### src/rtl/rrobin_pkg.sv
// -----------------------------------------------------------------------------
// rrobin_pkg
// Shared types and helpers for the N-way round-robin scheduler.
//   state_e        : scheduler FSM state {IDLE, BUSY}
//   HOLD_CNT_W     : width of the per-owner hold counter
//   rr_clog2()     : ceil(log2(value)), used to size index fields
//   starve_bound() : worst-case wait (n-1)*hold+1 before a requester is
//                    considered starved (used by RRSCHED_STARVE_MON_EN)
// -----------------------------------------------------------------------------
package rrobin_pkg;

    typedef enum logic [0:0] {
        IDLE = 1'b0,
        BUSY = 1'b1
    } state_e;

    localparam int HOLD_CNT_W = 8;

    function automatic int rr_clog2(input int value);
        int r;
        r = 0;
        for (int i = 0; i < 31; i++) begin
            if ((1 << i) < value) begin
                r = i + 1;
            end
        end
        return r;
    endfunction

    function automatic int starve_bound(input int n, input int hold);
        return (n - 1) * hold + 1;
    endfunction

endpackage

### src/rtl/rr_pick.sv
// -----------------------------------------------------------------------------
// rr_pick
// Purely combinational rotating-priority finder: returns the first set bit of
// v searching s, s+1, ..., N-1, 0, ..., s-1.
// Ports:
//   v     : input  [N-1:0]  candidate vector
//   s     : input  [IW-1:0] start index of the search (expected < N)
//   found : output          at least one bit of v is set
//   idx   : output [IW-1:0] index of the first set bit (0 when none)
// -----------------------------------------------------------------------------
module rr_pick
    import rrobin_pkg::*;
#(
    parameter int N = 4,
    localparam int IW = rr_clog2(N)
) (
    input  logic [N-1:0]  v,
    input  logic [IW-1:0] s,
    output logic          found,
    output logic [IW-1:0] idx
);

    int cand;

    always_comb begin
        found = 1'b0;
        idx   = '0;
        cand  = 0;
        for (int k = 0; k < N; k++) begin
            // wrap the search position back into 0..N-1
            cand = int'(s) + k;
            if (cand >= N) begin
                cand = cand - N;
            end
            if (!found && v[cand]) begin
                found = 1'b1;
                idx   = IW'(cand);
            end
        end
    end

endmodule

### src/rtl/rrobin_sched.sv
// -----------------------------------------------------------------------------
// rrobin_sched
// N-way round-robin scheduler sharing one resource among N requesters.
// Requests are latched into req_q; decisions use req_q only, so a request
// rising at edge k shows up as a grant after edge k+1. A grant owner may keep
// the resource for at most HOLD consecutive cycles while others wait; a sole
// requester keeps it indefinitely.
//
// Ports:
//   clock       : input           single clock, posedge
//   reset       : input           asynchronous active-high reset
//   req         : input  [N-1:0]  raw request lines
//   grant       : output [N-1:0]  registered one-hot grant (0 when idle)
//   grant_valid : output          registered OR of grant
//   grant_id    : output [IW-1:0] index of current owner (0 when idle)
//   starve_err  : output [N-1:0]  sticky starvation flags
//
// Configuration:
//   RRSCHED_STARVE_MON_EN : when defined, per-requester wait counters drive
//                           starve_err; otherwise starve_err is constant 0.
// -----------------------------------------------------------------------------
module rrobin_sched
    import rrobin_pkg::*;
#(
    parameter int N    = 4,
    parameter int HOLD = 4,
    localparam int IW  = rr_clog2(N)
) (
    input  logic          clock,
    input  logic          reset,
    input  logic [N-1:0]  req,
    output logic [N-1:0]  grant,
    output logic          grant_valid,
    output logic [IW-1:0] grant_id,
    output logic [N-1:0]  starve_err
);

    localparam logic [HOLD_CNT_W-1:0] HOLD_MAX = HOLD_CNT_W'(HOLD - 1);
    localparam logic [IW-1:0]         LAST_IDX = IW'(N - 1);
    localparam logic [N-1:0]          ONE_N    = N'(1);

    state_e                state_q, state_d;
    logic [N-1:0]          req_q;
    logic [N-1:0]          grant_q, grant_d;
    logic                  grant_valid_q, grant_valid_d;
    logic [IW-1:0]         grant_id_q, grant_id_d;
    logic [IW-1:0]         ptr_q, ptr_d;
    logic [HOLD_CNT_W-1:0] hold_cnt_q, hold_cnt_d;

    logic [N-1:0]  others;
    logic          owner_req;
    logic [IW-1:0] owner_next;
    logic          all_found, rot_found;
    logic [IW-1:0] all_idx, rot_idx;
    logic          take_new;
    logic [IW-1:0] new_idx;

    // grant_q is one-hot of the owner while BUSY, so it doubles as the owner mask
    assign others     = req_q & ~grant_q;
    assign owner_req  = |(req_q & grant_q);
    assign owner_next = (grant_id_q == LAST_IDX) ? '0 : grant_id_q + 1'b1;

    // start-of-service pick from IDLE on the full latched request vector
    rr_pick #(.N(N)) u_pick_all (
        .v     (req_q),
        .s     (ptr_q),
        .found (all_found),
        .idx   (all_idx)
    );

    // rotation pick on the other requesters, starting just past the owner
    rr_pick #(.N(N)) u_pick_rot (
        .v     (others),
        .s     (owner_next),
        .found (rot_found),
        .idx   (rot_idx)
    );

    always_comb begin
        state_d    = state_q;
        grant_d    = grant_q;
        grant_id_d = grant_id_q;
        ptr_d      = ptr_q;
        hold_cnt_d = hold_cnt_q;
        take_new   = 1'b0;
        new_idx    = '0;

        case (state_q)
            IDLE: begin
                if (all_found) begin
                    take_new = 1'b1;
                    new_idx  = all_idx;
                end
            end
            BUSY: begin
                if (!owner_req) begin
                    if (rot_found) begin
                        // owner released: hand over with no idle bubble
                        take_new = 1'b1;
                        new_idx  = rot_idx;
                    end else begin
                        state_d    = IDLE;
                        grant_d    = '0;
                        grant_id_d = '0;
                    end
                end else if (rot_found && (hold_cnt_q == HOLD_MAX)) begin
                    take_new = 1'b1;
                    new_idx  = rot_idx;
                end else if (hold_cnt_q != HOLD_MAX) begin
                    hold_cnt_d = hold_cnt_q + 1'b1;
                end
            end
            default: begin
                state_d    = IDLE;
                grant_d    = '0;
                grant_id_d = '0;
            end
        endcase

        if (take_new) begin
            state_d    = BUSY;
            grant_d    = ONE_N << new_idx;
            grant_id_d = new_idx;
            ptr_d      = (new_idx == LAST_IDX) ? '0 : new_idx + 1'b1;
            hold_cnt_d = '0;
        end

        grant_valid_d = |grant_d;
    end

    always_ff @(posedge clock or posedge reset) begin
        if (reset) begin
            state_q       <= IDLE;
            req_q         <= '0;
            grant_q       <= '0;
            grant_valid_q <= 1'b0;
            grant_id_q    <= '0;
            ptr_q         <= '0;
            hold_cnt_q    <= '0;
        end else begin
            state_q       <= state_d;
            req_q         <= req;
            grant_q       <= grant_d;
            grant_valid_q <= grant_valid_d;
            grant_id_q    <= grant_id_d;
            ptr_q         <= ptr_d;
            hold_cnt_q    <= hold_cnt_d;
        end
    end

    assign grant       = grant_q;
    assign grant_valid = grant_valid_q;
    assign grant_id    = grant_id_q;

`ifdef RRSCHED_STARVE_MON_EN
    localparam int STARVE_LIMIT = starve_bound(N, HOLD);

    logic [HOLD_CNT_W-1:0] wait_cnt_q [N];
    logic [N-1:0]          starve_q;

    always_ff @(posedge clock or posedge reset) begin
        if (reset) begin
            for (int i = 0; i < N; i++) begin
                wait_cnt_q[i] <= '0;
            end
            starve_q <= '0;
        end else begin
            for (int i = 0; i < N; i++) begin
                if (req_q[i] && !grant_q[i]) begin
                    if (wait_cnt_q[i] != {HOLD_CNT_W{1'b1}}) begin
                        wait_cnt_q[i] <= wait_cnt_q[i] + 1'b1;
                    end
                end else begin
                    wait_cnt_q[i] <= '0;
                end
                // sticky until reset
                if (32'(wait_cnt_q[i]) > 32'(STARVE_LIMIT)) begin
                    starve_q[i] <= 1'b1;
                end
            end
        end
    end

    assign starve_err = starve_q;
`else
    assign starve_err = '0;
`endif

endmodule

### config.mk
export PLATFORM = sky130hd
export DESIGN_NAME = rrobin_sched
export DESIGN_NICKNAME = d
export VERILOG_FILES = /design/src/rtl/rrobin_pkg.sv /design/src/rtl/rr_pick.sv /design/src/rtl/rrobin_sched.sv
export SDC_FILE = /design/constraint.sdc
export NUM_CORES = 1
export LEC_CHECK = 0
export CAP_MARGIN = 20
export CELL_PAD_IN_SITES_DETAIL_PLACEMENT = 0
export CELL_PAD_IN_SITES_GLOBAL_PLACEMENT = 1
export CORE_MARGIN = 5
export CORE_UTILIZATION = 45
export CTS_BUF_LIST = sky130_fd_sc_hd__clkbuf_16
export DETAILED_ROUTE_END_ITERATION = 7
export PLACE_DENSITY_LB_ADDON = 0.1
export REMOVE_ABC_BUFFERS = 1
export SLEW_MARGIN = 20
export SYNTH_ARGS = -nofsm -noshare
export SYNTH_HDL_FRONTEND = slang
export SYNTH_HIERARCHICAL = 1
export SYNTH_SLANG_ARGS = --single-unit
### constraint.sdc
create_clock -name clock -period 4.2 [get_ports clock]
set_input_delay 0.84 -clock clock [delete_from_list [all_inputs] [get_ports clock]]
set_output_delay 0.84 -clock clock [all_outputs]
set_load 0.01 [all_outputs]
; Word-level counts from Yosys, hierarchy flattened
; Cells that the tools add are included.
[word_totals]
elab_cells = 148
inputBits = 6
out_inout_bits = 11
regBits = 22
[classes]
bitwise_logic = 4
n_shift = 1
addsub = 17
order_cmp = 16
n_mux = 76
reduce_logical = 20
n_eq_ne = 7
[op_table]
columns = op, n
row1 = $lt A32 B4 Y1 const B, 8
row2 = $mux W32, 8
row3 = $ge A32 B4 Y1 const B, 6
row4 = $sub A32 B4 Y32 const B, 6
row5 = $mux W8, 5
row6 = $mux W2, 18
row7 = $mux W1, 31
row8 = $bmux W1 S2, 8
row9 = $mux W4, 4
row10 = $add A2 B2 Y3 const B, 4
row11 = $add A8 B1 Y8 const B, 1
row12 = $and A4 B4 Y4, 2
row13 = $eq A8 B2 Y1 const B, 1
row14 = $ne A8 B2 Y1 const B, 1
row15 = $reduce_or A4 Y1, 2
row16 = $sub A2 B3 Y4 const B, 2
row17 = $logic_and A1 B1 Y1, 7
row18 = $add A2 B1 Y3 const B, 2
row19 = $ge A2 B3 Y1 const B, 2
row20 = $logic_not A1 Y1, 6
row21 = $reduce_bool A2 Y1, 3
row22 = $add A2 B1 Y2 const B, 2
row23 = $eq A2 B2 Y1 const B, 2
row24 = $ne A2 B1 Y1 const B, 2
row25 = 8 further kinds, 8

; Longest topological paths before layout
[logic_depth]
word_depth = 24
ltp_mapped = 11
ltp_nobuf = 11

; Modules after synthesis
; The synthesis kept the hierarchy.
[by_module_without_submodules]
columns = module, seq_area_each_um2, cells_each, area_per_inst_um2, instances
row1 = rrobin_sched, 550.5, 118, 1189.9, 1
row2 = rr_pick, 0.0, 15, 77.6, 2

; Least setup slack after synthesis
; No wires, ideal clock.
[synth_timing]
path_type = register to register
from = register grant_id_q[0] (netlist: grant_id[0])
to = register grant_valid_q (netlist: grant_valid)
arrival_ns = 2.188
required_ns = 4.066
stages_incl_launch_ff = 11
setup_time_ns = 0.134
path_slack_ns = 1.878
synth_period_minus_slack_ns = 2.322
n_path_buf = 0
path_cell_list = dfrtp_1 ha_1 nor2_1 inv_2 a221o_1 a21oi_1 inv_1 o31a_1 ha_1 nor4_1 mux2i_1
[synth_via]
word_cells_on_any_way = 59
cone_classes = add/sub (8) / order compare (4) / eq/ne (1) / shift (1) / mux (37) / reduce/logical (8)
[synth_rtl]
columns = item, line
row1 = "start, declared", rrobin_sched.sv:46  ; logic [IW-1:0] grant_id_q, grant_id_d;
row2 = "start signal, assigned", rrobin_sched.sv:145  ; grant_id_q <= grant_id_d;
row3 = $add A2 B1 Y2 / $eq A2 B2 Y1 (equally long branches), rrobin_sched.sv:61  ; assign owner_next = (grant_id_q == LAST_IDX) ? '0 : grant_id_q + 1'b1;
row4 = $mux W2 *, rrobin_sched.sv:61
row5 = via owner_next[0], rrobin_sched.sv:52  ; logic [IW-1:0] owner_next;
row6 = "parallel branches: the longest is 14 deep, another holds $sub A32 B4 Y32", --
row7 = $mux W2 *, rr_pick.sv:35  ; if (!found && v[cand]) begin
row8 = via rot_idx[0], rrobin_sched.sv:54  ; logic [IW-1:0] all_idx, rot_idx;
row9 = $mux W2 (on tied branches), "rrobin_sched.sv:97, rrobin_sched.sv:106"
row10 = $mux W2 *, rrobin_sched.sv:96  ; if (!owner_req) begin
row11 = $pmux W2 S2 *, rrobin_sched.sv:88  ; case (state_q)
row12 = $shl A1 B2 Y4 *, rrobin_sched.sv:122  ; grant_d = ONE_N << new_idx;
row13 = $mux W4 *, rrobin_sched.sv:120  ; if (take_new) begin
row14 = $reduce_or A4 Y1 *, rrobin_sched.sv:128  ; grant_valid_d = |grant_d;
row15 = via grant_valid_d, rrobin_sched.sv:45  ; logic grant_valid_q, grant_valid_d;
row16 = "end signal, assigned", rrobin_sched.sv:144  ; grant_valid_q <= grant_valid_d;
row17 = "end, declared", rrobin_sched.sv:45
; Mark *: on every way through the listed nets, which the timed path passes. The select of a mux whose other input is x is not followed.
; A chain may end at the register's enable or synchronous reset.

; Worst setup path in the final report
[layout_timing]
from = register req_q[0]
to = register grant_valid_q (netlist: grant_valid)
[layout_via]
elab_chain_cells = 21
word_cells_on_any_way = 72
cone_classes = shift (1) / mux (54) / bitwise (2) / reduce/logical (15)
[layout_rtl]
columns = item, line
row1 = "start, declared", rrobin_sched.sv:43  ; logic [N-1:0] req_q;
row2 = "start signal, assigned", rrobin_sched.sv:142  ; req_q <= req;
row3 = $and A4 B4 Y4 *, rrobin_sched.sv:59  ; assign others = req_q & ~grant_q;
row4 = via others[0], rrobin_sched.sv:50  ; logic [N-1:0] others;
row5 = $bmux W1 S2, rr_pick.sv:35
row6 = $mux W1 (not written as such) (2 in a row), rr_pick.sv:35
row7 = $mux W1, rr_pick.sv:35
row8 = $logic_not A1 Y1, rr_pick.sv:35
row9 = $logic_and A1 B1 Y1, rr_pick.sv:35
row10 = $mux W1, rr_pick.sv:35
row11 = (+6 left out), --
row12 = via rot_found, rrobin_sched.sv:53  ; logic all_found, rot_found;
row13 = $logic_and A1 B1 Y1, rrobin_sched.sv:106  ; end else if (rot_found && (hold_cnt_q == HOLD_MAX)) begin
row14 = $mux W2, rrobin_sched.sv:106
row15 = $mux W2, rrobin_sched.sv:96
row16 = $pmux W2 S2, rrobin_sched.sv:88
row17 = $shl A1 B2 Y4, rrobin_sched.sv:122
row18 = $mux W4 *, rrobin_sched.sv:120
row19 = $reduce_or A4 Y1 *, rrobin_sched.sv:128
row20 = via grant_valid_d, rrobin_sched.sv:45
; The timed path passes the listed nets; every way through them passes the cells marked *. The select of a mux whose other input is x is not followed.

==> impl_summary.log <==
INFO  metric io_buffer_count = 12
INFO  metric grt.met3_usage = 3.80%
INFO  metric route.antenna.remaining_nets = 0
INFO  metric yosys.cell_count.top_type = sky130_fd_sc_hd__dfrtp_1
INFO  metric post_cts_hold_buffer_count = 0
INFO  metric largest_family_of_logic_cells_by_synthesized_area = compound AO/OA/AOI/OAI gates
INFO  metric post-route-min-period = 2.59 ns
INFO  metric synth_simple_gate_area_share = between 10% and 20%
INFO  metric post_synth_fa_ha_maj_area_fraction = 5.58%
INFO  metric synth_area_leaders = sky130_fd_sc_hd__dfrtp_1, sky130_fd_sc_hd__ha_1, sky130_fd_sc_hd__inv_1, sky130_fd_sc_hd__a21oi_1, sky130_fd_sc_hd__mux2i_1
INFO  metric worst_path_largest_cell_delay = 0.83 ns
INFO  metric finalNetCount = roughly 170
INFO  metric synth-seq-area-share = roughly two fifths
INFO  metric drv_cap = 0
INFO  metric maximum_vdd_ir_drop = between 0.4 and 0.5 mV
INFO  metric post-synth-top-area-cell = sky130_fd_sc_hd__dfrtp_1
INFO  metric number_of_detailed_routing_iterations_run_before_antenna_repair = 5
INFO  metric finalSetupViolCount = 0
INFO  metric r2r-start = req_q[0]
INFO  metric globalplace.congestion = between 0.8 and 0.9
INFO  metric worst_path_max_delay_cell = sky130_fd_sc_hd__o21bai_1
INFO  metric route.detailed.wl_per_inst = about 16 µm
INFO  metric tns = 0 ns
INFO  metric pin_count_of_the_biggest_net_entering_global_routing = 23
INFO  metric cts_buffers = 3
INFO  metric synthDistinctLibCells = 38
INFO  metric synth.yosys.warnings = 6
INFO  metric die_h = around 65 µm
INFO  metric hp-start = grant_id[1]
INFO  metric grt_setup_unrepaired = no
INFO  metric timing_max_transition_violations_final = 0
INFO  metric path_delay_family = compound AO/OA/AOI/OAI gates
INFO  metric drt_wl_total = roughly 3000 µm
INFO  metric yosys_most_used_dff = sky130_fd_sc_hd__dfrtp_1
INFO  metric floorplan.rows = 19
INFO  metric antenna-diode-count = 0
INFO  metric top_level_ports = 17
INFO  metric timing.max_slew.rel_slack = between 30% and 40%
INFO  metric drt_iter0_drc = 96
INFO  metric power_density = 697 nW/µm²
INFO  metric worst_clock_skew = just over 0.002 ns
INFO  metric crit_arrival = approximately 2.8 ns
INFO  metric h_tree_lvl_count = 1
INFO  metric synth_cells = about 150
INFO  metric grt_first_pass_wirelength = 5180 µm
INFO  metric floorplan.initialDensity = 47.9%
INFO  metric cellLeakagePower = about 0.69 nW
INFO  metric design_power_total = 1.08 mW
INFO  metric worst_skew_pair.late_latency = ~0.26 ns
INFO  metric hold_viol = 0
INFO  metric groute.usage.overall = between 15 and 20%
INFO  metric synth.mux.area_fraction = roughly 4.6%
INFO  metric post_synthesis_compound_gate_area_fraction = between 20% and 30%
INFO  metric start_kind = register
INFO  metric design.core.area = around 2800 µm²
INFO  metric grt_remaining_overflow = 0
INFO  metric synth_edf_count = 0
INFO  metric groute.layer.met2.usage = between 20% and 30%
INFO  metric cts-resized-gates = 0
INFO  metric cts.clk_slew.worst_paths = approximately 0.06 ns
INFO  metric cp_max_fo = 12
INFO  metric final.fill_count = 264
INFO  metric area_growth = 14.7%
INFO  metric top_usage_layer = met1
INFO  metric post-cts-setup-buffer-count = 0
INFO  metric grt_use_met1 = a little under a quarter
INFO  metric antenna_violations_before_repair = 0
INFO  metric hold_path.class = register to register
INFO  metric remaining_drc_errors = 0
INFO  metric synth.top_cell.area_share = roughly 40%
INFO  metric routed-via-count = 1105
INFO  metric post-route-period-util = 61.6%
INFO  metric post_synth_top_cells = sky130_fd_sc_hd__dfrtp_1, sky130_fd_sc_hd__inv_1, sky130_fd_sc_hd__a21oi_1
INFO  metric cts-root-buf = sky130_fd_sc_hd__clkbuf_16
INFO  metric place_hpwl = ~2200 µm
INFO  metric cts_tree = yes
INFO  metric cp_num_buf_inv = 2
INFO  metric max_slew.worst_pin.slew = about 1.0 ns
INFO  metric run_status = complete, no violations
INFO  metric crit_chain = nor2b_1, inv_1, nand3_1, nand2_1, o21bai_1, buf_4, mux2i_1
INFO  metric avgSynthCellArea = between 9 and 10 µm²
INFO  metric post_synthesis_sequential_element_count = 22
INFO  metric first_global_vias = roughly 1100
INFO  metric synth_async_sr_flop_share = 100%
INFO  metric sink_count = 22
INFO  metric synthXorXnorAreaFrac = under 10%
INFO  metric critical_path.startpoint = req_q[0]
INFO  metric post_route_cells_drive_above_1_share = under 10%
INFO  metric maxClockFrequency = 0.387 GHz
INFO  metric req_time_crit_path = roughly 4.4 ns
INFO  metric worstSetupEndpointType = register
INFO  metric final_core_util = between 50% and 60%
INFO  metric area_of_the_mapped_netlist = 1350 µm²
INFO  metric horizontal_extent_of_the_die = between 60 and 70 µm
INFO  metric clock_path_buffers = 2
INFO  metric criticalPathCategory = register to register
INFO  metric die_area = 4180 µm²
INFO  metric detailed_route_vias_per_instance = around 5.8
[registers in the layout (all words and copies together), names as in the netlist]
name	cells
grant	4
grant_id	2
state_q	1
hold_cnt_q	8
ptr_q	2
grant_valid	1
req_q	4
[through the flow]
step / cell area, µm² / hold slack, ns / worst slack [ns] / instances
after floorplan: 1300 / 0.519 / 1.85 / 143
after global placement: 1460 / 0.546 / 1.74 / 187
after detailed placement: 1460 / 0.561 / 1.67 / 187
after CTS: 1540 / 0.572 / 1.63 / 191
after global routing: 1540 / 0.612 / 1.34 / 191
final: 1540 / 0.568 / 1.61 / 191
[routing by layer]
| layer | vias to the layer above | wire length, µm |
|---|---|---|
| met1 | 528 | 1480 |
| met3 | 5 | 173 |
| li1 | 538 | - |
| met4 | 0 | 63 |
| met2 | 34 | 1320 |
| met5 | - | 0 |
[cells by family after synthesis]
| group | count (synthesis) |
|---|---|
| AOI/OAI and AO/OA | 41 |
| xor gates and xnor gates | 2 |
| adders and majority gates | 6 |
| buffers and inverters | 29 |
| DFF | 22 |
| muxes | 6 |
| other | 1 |
| and+or+nand+nor | 41 |
[worst reg2reg max path: stages (launching register included)]
cell,delay (ns)
sky130_fd_sc_hd__dfrtp_1,0.47
sky130_fd_sc_hd__nor2b_1,0.33
sky130_fd_sc_hd__inv_1,0.11
sky130_fd_sc_hd__nand3_1,0.14
sky130_fd_sc_hd__nand2_1,0.10
sky130_fd_sc_hd__o21bai_1,0.83
sky130_fd_sc_hd__buf_4,0.32
sky130_fd_sc_hd__mux2i_1,0.21
[power breakdown]
part / switching, mW / internal (mW) / leakage [nW]
registers: 0.0693 / 0.268 / 0.278
clock network: 0.0745 / 0.127 / 0.0385
logic: 0.296 / 0.241 / 0.372
total: 0.440 / 0.636 / 0.689
[placed cells by master, fill, tap and decap left out, types with 2 or more instances in the layout]
cell / n
sky130_fd_sc_hd__dfrtp_1: 22
sky130_fd_sc_hd__inv_1: 19
sky130_fd_sc_hd__a21oi_1: 14
sky130_fd_sc_hd__clkdlybuf4s50_1: 12
sky130_fd_sc_hd__nand2_1: 11
sky130_fd_sc_hd__o21ai_0: 6
sky130_fd_sc_hd__ha_1: 6
sky130_fd_sc_hd__nand3_1: 5
sky130_fd_sc_hd__or4_1: 5
sky130_fd_sc_hd__nor2b_1: 5
sky130_fd_sc_hd__mux2i_1: 5
sky130_fd_sc_hd__nor2_1: 5
sky130_fd_sc_hd__o31ai_1: 4
sky130_fd_sc_hd__conb_1: 4
sky130_fd_sc_hd__nand2b_1: 3
sky130_fd_sc_hd__clkbuf_16: 3
sky130_fd_sc_hd__a22o_1: 2
sky130_fd_sc_hd__a22oi_1: 2
sky130_fd_sc_hd__o21bai_1: 2
sky130_fd_sc_hd__a211oi_1: 2
sky130_fd_sc_hd__xnor2_1: 2
sky130_fd_sc_hd__o221ai_1: 2
sky130_fd_sc_hd__inv_2: 2
sky130_fd_sc_hd__a221o_1: 2
[path summary, 6_finish.rpt]
check | cells past startpoint | slack (ns) | end
worst max register to register | 7 | 1.61 | grant_valid
max in group asynchronous | 2 | 2.63 | req_q[3]
worst min register to register | 2 | 0.57 | grant_id[1]
min in group asynchronous | 2 | 1.05 | hold_cnt_q[1]
worst max-delay path | 7 | 1.61 | grant_valid
worst min-delay path | 2 | 0.57 | grant_id[1]
[area by class of cell]
| class | instances | area, µm² | area share (%) |
|---|---|---|---|
| Sequential cell | 22 | 551 | 35.7 |
| Inverter | 21 | 78.8 | 5.11 |
| Clock inverter | 1 | 3.75 | 0.243 |
| Timing Repair Buffer | 13 | 128 | 8.27 |
| Tap cell | 31 | 38.8 | 2.51 |
| Multi-Input combinational cell | 100 | 668 | 43.3 |
| Clock buffer | 3 | 75.1 | 4.87 |
Power figures use the tool's default switching activity.
